## src/rtl/note_sequence_player.sv

```systemverilog
// Note-pattern store and playback sequencer feeding the piezo tone generator.
// Idle: previews the note at cur_index. Play: steps notes 0..end_idx, each held TICK_CYCLES clocks.
module note_sequence_player #(
    parameter int NOTE_W      = 4,
    parameter int NUM_NOTES   = 8,
    parameter int IDX_W       = 3,
    parameter int TICK_CYCLES = 5000000,
    parameter logic [NOTE_W-1:0] REST_NOTE = '0
) (
    input  logic                          clk,
    input  logic                          reset,
    input  logic                          write_enable,
    input  logic [NUM_NOTES*NOTE_W-1:0]   data_in,
    input  logic                          play_music,
    input  logic                          stop,
    input  logic [IDX_W-1:0]              max_index,
    input  logic [IDX_W-1:0]              cur_index,
    output logic [NOTE_W-1:0]             piezo_out,
    output logic [NOTE_W-1:0]             data_out,
    output logic [IDX_W-1:0]              play_index,
    output logic                          busy,
    output logic                          done
);

    localparam int TCW = (TICK_CYCLES > 2) ? $clog2(TICK_CYCLES) : 1;
    localparam logic [TCW-1:0]   TICK_LAST = TCW'(TICK_CYCLES - 1);
    localparam logic [IDX_W-1:0] LAST_IDX  = IDX_W'(NUM_NOTES - 1);

    typedef enum logic {S_IDLE, S_PLAY} state_t;

    state_t                        r_state, w_next_state;
    logic [NUM_NOTES*NOTE_W-1:0]   r_pattern, w_nxt_pattern;
    logic                          r_pm_q;
    logic [TCW-1:0]                r_tick, w_nxt_tick;
    logic [IDX_W-1:0]              r_end, w_nxt_end;
    logic [NOTE_W-1:0]             r_piezo, w_nxt_piezo;
    logic [NOTE_W-1:0]             r_dout;
    logic [IDX_W-1:0]              r_pidx, w_nxt_pidx;
    logic                          r_busy, w_nxt_busy;
    logic                          r_done, w_nxt_done;
    logic                          w_start;
    logic [IDX_W-1:0]              w_end_clamp;
    logic [IDX_W-1:0]              w_pidx_inc;

    function automatic logic [NOTE_W-1:0] slice(input logic [NUM_NOTES*NOTE_W-1:0] pat,
                                                input logic [IDX_W-1:0] idx);
        if (int'(idx) < NUM_NOTES)
            return pat[int'(idx)*NOTE_W +: NOTE_W];
        return REST_NOTE;
    endfunction

    assign w_start     = play_music & ~r_pm_q;
    assign w_end_clamp = (int'(max_index) > NUM_NOTES - 1) ? LAST_IDX : max_index;
    assign w_pidx_inc  = r_pidx + IDX_W'(1);

    always_comb begin
        w_next_state  = r_state;
        w_nxt_pattern = r_pattern;
        w_nxt_tick    = r_tick;
        w_nxt_end     = r_end;
        w_nxt_piezo   = r_piezo;
        w_nxt_pidx    = r_pidx;
        w_nxt_busy    = r_busy;
        w_nxt_done    = 1'b0;
        case (r_state)
            S_IDLE: begin
                // A write wins over start; piezo_out holds its value during the write cycle.
                if (write_enable) begin
                    w_nxt_pattern = data_in;
                end else if (w_start) begin
                    w_next_state = S_PLAY;
                    w_nxt_busy   = 1'b1;
                    w_nxt_pidx   = '0;
                    w_nxt_tick   = '0;
                    w_nxt_piezo  = slice(r_pattern, '0);
                    w_nxt_end    = w_end_clamp;
                end else begin
                    w_nxt_piezo = slice(r_pattern, cur_index);
                end
            end
            S_PLAY: begin
                if (stop) begin
                    w_next_state = S_IDLE;
                    w_nxt_busy   = 1'b0;
                    w_nxt_pidx   = '0;
                    w_nxt_tick   = '0;
                    w_nxt_piezo  = REST_NOTE;
                end else if (r_tick == TICK_LAST) begin
                    w_nxt_tick = '0;
                    if (r_pidx == r_end) begin
                        w_next_state = S_IDLE;
                        w_nxt_busy   = 1'b0;
                        w_nxt_pidx   = '0;
                        w_nxt_piezo  = REST_NOTE;
                        w_nxt_done   = 1'b1;
                    end else begin
                        w_nxt_pidx  = w_pidx_inc;
                        w_nxt_piezo = slice(r_pattern, w_pidx_inc);
                    end
                end else begin
                    w_nxt_tick = r_tick + TCW'(1);
                end
            end
        endcase
    end

    always_ff @(posedge clk) begin
        if (reset) begin
            r_state   <= S_IDLE;
            r_pattern <= '0;
            r_pm_q    <= 1'b0;
            r_tick    <= '0;
            r_end     <= '0;
            r_piezo   <= REST_NOTE;
            r_dout    <= '0;
            r_pidx    <= '0;
            r_busy    <= 1'b0;
            r_done    <= 1'b0;
        end else begin
            r_state   <= w_next_state;
            r_pattern <= w_nxt_pattern;
            r_pm_q    <= play_music;
            r_tick    <= w_nxt_tick;
            r_end     <= w_nxt_end;
            r_piezo   <= w_nxt_piezo;
            r_dout    <= slice(r_pattern, cur_index);
            r_pidx    <= w_nxt_pidx;
            r_busy    <= w_nxt_busy;
            r_done    <= w_nxt_done;
        end
    end

    assign piezo_out  = r_piezo;
    assign data_out   = r_dout;
    assign play_index = r_pidx;
    assign busy       = r_busy;
    assign done       = r_done;

endmodule
```

## config.mk

```make
export PLATFORM = sky130hd
export DESIGN_NAME = note_sequence_player
export DESIGN_NICKNAME = d
export VERILOG_FILES = /design/src/rtl/note_sequence_player.sv
export SDC_FILE = /design/constraint.sdc
export NUM_CORES = 1
export LEC_CHECK = 0
export CAP_MARGIN = 15
export CORE_MARGIN = 2
export CORE_UTILIZATION = 35
export DETAILED_ROUTE_END_ITERATION = 10
export SYNTH_ARGS = -nofsm -noshare
export SYNTH_HDL_FRONTEND = slang
export SYNTH_SLANG_ARGS = --single-unit
```

## constraint.sdc

```tcl
create_clock -name clk -period 6.25 [get_ports clk]
set_input_delay 1.25 -clock clk [delete_from_list [all_inputs] [get_ports clk]]
set_output_delay 1.25 -clock clk [all_outputs]
set_load 0.01 [all_outputs]
```

# [After elaboration in Yosys (flattened, before gate mapping)]
# Cells that the tools add are included.
[classes] bitwise_logic=6 eq_ne=6 mux=42 shifts=2 n_addsub=2 reduce_logical=8
[op_table] operator="23-bit two-way mux" n=4
[op_table] operator="32-bit by 6-bit variable part select with 4-bit output" n=2
[op_table] operator="23-bit one-hot mux with 2 select lines" n=1
[op_table] operator="4-bit two-way mux" n=8
[op_table] operator="23-bit by 1-bit adder with 23-bit output, second input constant" n=1
[op_table] operator="23-bit equality test, second input constant" n=1
[op_table] operator="1-bit two-way mux" n=20
[op_table] operator="3-bit two-way mux" n=5
[op_table] operator="4-bit one-hot mux with 2 select lines" n=1
[op_table] operator="3-bit by 2-bit != test with 1-bit output, second input constant" n=2
[op_table] operator="3-bit one-hot mux with 2 select lines" n=1
[op_table] operator="2-bit AND reduction" n=3
[op_table] operator="3-bit AND reduction" n=2
[op_table] operator="1-bit inverter" n=5
[op_table] operator="2-bit != test, second input constant" n=2
[op_table] operator="1-bit one-hot mux with 2 select lines" n=2
[op_table] operator="4-bit AND reduction" n=1
[op_table] operator="4-bit OR reduction" n=1
[op_table] operator="3-bit by 1-bit adder with 3-bit output, second input constant" n=1
[op_table] operator="3-bit equality test" n=1
[op_table] operator="2-bit OR reduction" n=1
[op_table] operator="1-bit AND" n=1
[totals] reg_bits=73 out_inout_bits=13 word_cells=76 in_bits=43

# [Depth between registers and ports, before layout]
# Gate-level depths: netlist (run 1).
[depth] depth_word=10 depth_mapped=7 depth_no_buf=6

# [Least setup slack after synthesis (run 1)]
# OpenSTA, ideal clock, no wires.
[synth_timing] path_type="in2reg" from="in cur_index[1]" to="reg r_piezo[2] (netlist: piezo_out[2])" required_time_ns=6.116 cell_stages=6 arrival_time_ns=2.542 path_slack_ns=3.574 setup_time_ns=0.134 path_buffers=1 path_cell_list="buf_2 mux4_2 mux2i_1 a211oi_1 nor4_1 a211oi_1"
[synth_between] elab_chain_len=5
[synth_rtl] element="start: declaration" line="17" source="input logic [IDX_W-1:0] cur_index,"
[synth_rtl] element="32-bit by 6-bit variable part select with 4-bit output" line="48" source="return pat[int'(idx)*NOTE_W +: NOTE_W];"
[synth_rtl] element="4-bit two-way mux" line="49" source="return REST_NOTE;"
[synth_rtl] element="4-bit two-way mux" line="70" source="end else if (w_start) begin"
[synth_rtl] element="4-bit two-way mux" line="68" source="if (write_enable) begin"
[synth_rtl] element="4-bit one-hot mux with 2 select lines" line="65" source="case (r_state)"
[synth_rtl] element="end signal: assignment" line="125" source="r_piezo <= w_nxt_piezo;"
[synth_rtl] element="end: declaration" line="36" source="logic [NOTE_W-1:0] r_piezo, w_nxt_piezo;"
# No other way between the ends. The select of a mux whose other input is x is not followed.
# A chain may end at the register's enable or synchronous reset.

# [Worst setup path in the final report (run 1)]
# Ends and elaborated chain as after synthesis.

==> run_results.csv, run 1 <==
group,metric,value,unit
synthesis,syn-mean-instance-area,8.653,sq um
critical_path,cp.arrival,3.32,ns
drt,postRouteAntennaNets,0,
final_layout,antenna_cells,0,
die,die_w,105.4,um
place,place.gp.congestion,0.8457,
final_layout,syn_to_final_growth,23.15,%
synthesis,synth_top_family_by_area,"simple AND/OR/NAND/NOR gates",
synthesis,synthAdderAreaFrac,0.6952,%
clock_tree,path_clk_slew,0.07,ns
drt,routed_wl,8.780,mm
synthesis,muxShareOfSynthArea,14.46,%
clock_tree,cts_sinks,73,
drt,vias,3086,
clock_tree,clkLatencyLatePin,0.35,ns
sta,worst_pin_slew,0.8700,ns
pwr,pwr-share-seq,52.7,%
final_layout,drive_gt1_share,9.503,%
place,hpwl,6.292,mm
job,drv_cap,0,
sta,rsz0062_at_grt,"no",
pwr,pwr-share-clk,34.4,%
die,num_rows,37,
grt,antenna_found_initial,0,
die,ios,56,
grt,grt_overflow,0,
critical_path,critPathLaunchType,"input port",
drt,drtIter0Drc,96,
synthesis,yosys.cell_types.count,44,
final_layout,fin_nets,503,
pwr,combPwrFrac,13.0,%
clock_tree,cts_setup_buffers,0,
clock_tree,clockBufferDepth,2,
synthesis,synth_area_leader_cell,"dfxtp_1",
critical_path,crit_path_end_kind,"flop",
grt,grt_pass1_wl,14.34,mm
drt,vias_per_cell,5.152,
pwr,design_power_total,951.0,uW
sta,slew_headroom,41.79,%
grt,grt_pass1_vias,2896,
sta,setup_violations,0,
grt,grt_usage,16.18,%
synthesis,synth_warnings,0,
sta,fin_tns_setup,0,ns
critical_path,critical_path_class,"in2reg",
pwr,p_leak,0.001506,uW
clock_tree,numCtsBuffers,9,
synthesis,async_flop_share,0,%
pwr,p_switching,255.9,uW
worst_hold_path,hold_start,"piezo_out[1]",
pwr,ir_drop,0.08966,mV
synthesis,ys_seq_area_share,40.60,%
worst_hold_path,hold_class,"reg2reg",
synthesis,synth_xor_area_share,2.920,%
clock_tree,cts_resized,0,
synthesis,synth_edf_count,0,
die,die_y,105.4,um
sta,fmax,322.7,MHz
die,die_area,11110,sq um
die,core_area,10140,sq um
final_layout,mostFrequentLayoutCells,"84 x nand2_1, 73 x dfxtp_1, 54 x clkdlybuf4s50_1",
clock_tree,htree_levels,3,
synthesis,yosys.area_share.simple,23.50,%
critical_path,crit_path_start,"cur_index[1]",
sta,finalClockSkew,0.01149,ns
drt,dr.pass1.iters,4,
pwr,swShare,26.91,%
synthesis,synthesis.area,3600,sq um
clock_tree,holdBufCountCts,0,
sta,final_max_slew_viol_count,0,
pwr,p_per_area,214.5,nW/um^2
sta,fin_crit_sh,49.59,%
drt,drc,0,
synthesis,ys.flop_type,"dfxtp_1",
synthesis,synth_compound_area_share,13.94,%
final_layout,final_common_cell,"nand2_1",
synthesis,netlist_instances,416,
critical_path,crit_fanout,8,
grt,grt_start_max_net_pins,64,
status,outcome,"finished, final reports clean",
sta,min_period,3.099,ns
clock_tree,cts_tree,"done",
drt,wl_per_cell,14.66,um
synthesis,synthTopCellsByArea,"dfxtp_1 41%, mux4_2 10%, nand2_1 8.8%, a21oi_1 6.3%, mux2i_1 4.4%",
pwr,internal_power,695.1,uW
synthesis,synth_top_area_share,40.60,%
critical_path,crit_required,6.47,ns
sta,finalHoldViolations,0,
critical_path,reg2reg_from,"play_index[0]",
synthesis,synthesis.nets,461,
synthesis,ys_ff_latch,73,
place,port_buffers,55,
die,start_util,35.51,%
clock_tree,root_buffer,"clkbuf_8",
-- area by class of cell --
cell class,instances,area (sq um)
Clock buffer,10,127.6
Clock inverter,6,43.79
Fill cell,1024,5705
Inverter,9,33.78
Multi-Input combinational cell,306,2001
Sequential cell,73,1461
Tap cell,136,170.2
Timing Repair Buffer,59,595.6
-- per-stage QoR --
stage / area (sq um) / setup WS [ns] / util, % / cells / hold slack [ns]
2_1_floorplan: 3600 / 3.574 / - / 416 / 0.4430
3_3_place_gp: 4227 / 2.845 / 41.69 / 581 / 0.4478
3_5_place_dp: 4227 / 2.738 / 41.69 / 581 / 0.4542
4_1_cts: 4398 / 3.108 / 43.38 / 597 / 0.4672
5_1_grt: 4433 / 2.995 / 43.72 / 599 / 0.4889
6_report: 4433 / 3.151 / 43.72 / 599 / 0.4627
-- sequential cells by signal (all words and copies together) (netlist names) --
| register | count |
|---|---|
| r_pattern | 32 |
| r_state | 1 |
| done | 1 |
| data_out | 4 |
| r_tick | 23 |
| r_pm_q | 1 |
| play_index | 3 |
| r_end | 3 |
| piezo_out | 4 |
| busy | 1 |
-- kinds of logic (layout without fill, tap and decap cells) --
kind of cell / count (synthesis) / in the layout
multiplexers: 32 / 32
XOR/XNOR: 12 / 12
buffers and inverters: 37 / 84
flip-flops: 73 / 73
adder cells (fa/ha/maj): 2 / 2
AND/OR/NAND/NOR: 177 / 177
AO/OA/AOI/OAI: 83 / 83
-- critical path: stages --
cell	delay, ns
clkdlybuf4s50_1	0.81
mux4_2	0.57
mux2i_1	0.21
a211oi_1	0.11
nor4_1	0.28
a211oi_1	0.08
-- final timing paths --
kind / endpoint / slack (ns) / cells past startpoint
worst max-delay path: piezo_out[2] / 3.15 / 6
worst min-delay path: piezo_out[1] / 0.46 / 2
worst max register to register: piezo_out[2] / 3.84 / 6
worst min register to register: piezo_out[1] / 0.46 / 2
-- power by group through the flow --
| stage | registers (uW) | logic, uW | clock network (uW) |
|---|---|---|---|
| floorplan | 506 | 72.4 | 0 |
| global route | 503 | 136 | 358 |
| detailed placement | 512 | 122 | 0 |
| global placement | 511 | 120 | 0 |
| CTS | 501 | 122 | 337 |
| finish | 501 | 123 | 327 |
-- cells in the mapped netlist (all sizes together), types with 2 or more instances --
cell type,n
o21ai,9
xnor2,10
nand4,2
nor2,33
and3,5
clkbuf,27
nand2b,5
nor3,5
mux4,16
a22o,3
or3,4
nor2b,2
xor2,2
nand2,84
ha,2
or4b,2
mux2i,16
a21o,3
a31oi,5
or2,2
nand3,9
a311oi,3
a22oi,2
or4,3
dfxtp,73
a211oi,9
a21oi,46
and2,3
inv,9
nor4,12
-- per-layer routing --
metal | part of all wire, % | up-vias | wire [um] | track usage, %
met1 | 43 | 1455 | 3758 | 19.10
met3 | 3.9 | 11 | 345 | 4.391
met2 | 51 | 65 | 4516 | 28.62
li1 | - | 1555 | - | -
met4 | 1.8 | 0 | 159 | 4.667
met5 | 0 | - | 0 | 0
No activity file was read; power rests on OpenSTA's default activity.
==> inputs of run 2 (changes only) <==
Clock period 6.25 ns to 2.5 ns, I/O delays scaled along.
==> run_results.csv, run 2 (synthesis gave the netlist of run 1 again) <==
group,metric,value,unit
status,outcome,"finished, final reports clean",
sta,min_period,2.171,ns
die,ios,56,
final_layout,reg_top3,"r_pattern: 32 flops, r_tick: 23 flops",
clock_tree,cts_resized,0,
die,core_area,10140,sq um
grt,grt_pass1_wl,15.32,mm
clock_tree,numCtsBuffers,9,
clock_tree,cts_sinks,73,
sta,finalClockSkew,0.01152,ns
clock_tree,cts_tree,"done",
pwr,p_leak,0.001588,uW
final_layout,top_register,"r_pattern",
drt,vias,3200,
final_layout,regArea,1461,sq um
sta,rsz0062_at_grt,"no",
clock_tree,root_buffer,"clkbuf_8",
drt,drc,0,
critical_path,reg2reg_slack,0.33,ns
critical_path,cp_top_family,"simple AND/OR/NAND/NOR gates",
final_layout,final_common_cell,"nand2_1",
sta,finalHoldViolations,0,
grt,antenna_found_initial,0,
clock_tree,holdBufCountCts,0,
final_layout,antenna_cells,0,
clock_tree,cts_setup_buffers,0,
pwr,ir_drop,0.3028,mV
sta,fin_crit_sh,86.83,%
clock_tree,clkLatencyLatePin,0.36,ns
critical_path,critPathLaunchType,"flop",
die,num_rows,37,
place,hpwl,6.680,mm
final_layout,n_fill_cell,1017,
drt,vias_per_cell,5.229,
sta,slew_headroom,47.59,%
final_layout,drive_gt1_share,11.97,%
place,placed_cell_area,4364,sq um
critical_path,cp.arrival,2.47,ns
grt,grt_overflow,0,
critical_path,crit_fanout,18,
die,die_area,11110,sq um
final_layout,largest_reg_flops,32,
job,drv_cap,0,
clock_tree,htree_levels,3,
clock_tree,clockBufferDepth,2,
worst_hold_path,hold_class,"reg2reg",
critical_path,crit_path_end_kind,"flop",
sta,setup_violations,0,
pwr,p_per_area,569.2,nW/um^2
place,port_buffers,55,
final_layout,final_area,4582,sq um
final_layout,multi_input_area,2001,sq um
drt,postRouteAntennaNets,0,
die,start_util,35.51,%
drt,routed_wl,9.154,mm
drt,dr.pass1.iters,5,
die,die_w,105.4,um
place,place.gp.congestion,0.8250,
drt,wl_per_cell,14.96,um
critical_path,crit_required,2.80,ns
sta,worst_pin_slew,0.7833,ns
final_layout,syn_to_final_growth,27.29,%
grt,grt_usage,17.42,%
critical_path,critical_path_class,"reg2reg",
grt,grt_start_max_net_pins,37,
clock_tree,path_clk_slew,0.08,ns
die,die_y,105.4,um
sta,final_max_slew_viol_count,0,
final_layout,mostFrequentLayoutCells,"84 x nand2_1, 73 x dfxtp_1, 54 x clkdlybuf4s50_1",
final_layout,fin_nets,516,
critical_path,worst-path-buf-inv,0,
grt,grt_pass1_vias,3167,
sta,fin_tns_setup,0,ns
critical_path,cpPeakStageDelay,0.54,ns
sta,fmax,460.7,MHz
critical_path,cp_slowest_cell,"or4_1",
critical_path,cp_cell_sequence,"or4b_4, nor4_4, a21oi_4, or4_1, a21oi_1",
drt,drtIter0Drc,86,
[run 2: area by class of cell]
class / instances / share of cell area, %
well taps: 136 / 3.714
flip-flops and latches: 73 / 31.90
clock buffers: 10 / 2.785
inverters: 9 / 0.7373
repair buffers: 72 / 15.24
multi-input cells: 306 / 43.66
clock inverters: 6 / 1.966
[run 2: path summary, 6_finish.rpt]
check                     start       endpoint  depth (start not counted)
setup / recovery     r_tick[15]  play_index[0]                          5
hold / removal    r_pattern[23]  r_pattern[23]                          2
setup reg to reg     r_tick[15]  play_index[0]                          5
hold reg to reg   r_pattern[23]  r_pattern[23]                          2
[run 2: metrics by stage]
step                      hold WS [ns]  util, %  setup slack, ns  instances  power [uW]
after floorplan                 0.4430        -           0.4362        416        1445
after global placement          0.4542    43.05           0.1006        596        1602
after detailed placement        0.4618    43.05          0.06312        596        1611
final                           0.4728    45.19           0.3293        612        2608
after global routing            0.4971    45.19           0.1797        612        2719
after CTS                       0.4705    45.19           0.3123        612        2635
[run 2: worst register-to-register path: stages, from the launching register on]
cell     delay, ns
dfxtp_1       0.39
or4b_4        0.52
nor4_4        0.29
a21oi_4       0.22
or4_1         0.55
a21oi_1       0.13
[run 2: per-layer routing]
metal,global-route usage [%],part of all wire [%]
met1,19.45,41
met2,30.41,50
met3,5.380,5.1
met4,7.619,3.1
met5,0,0
[run 2: power by group]
group | internal [uW] | leakage (uW) | total, uW | switching (uW)
clock | 565 | 0.000107 | 1030 | 462
sequential | 1210 | 0.000596 | 1250 | 39.4
combinational | 179 | 0.000885 | 332 | 153
total | 1950 | 0.00159 | 2610 | 654
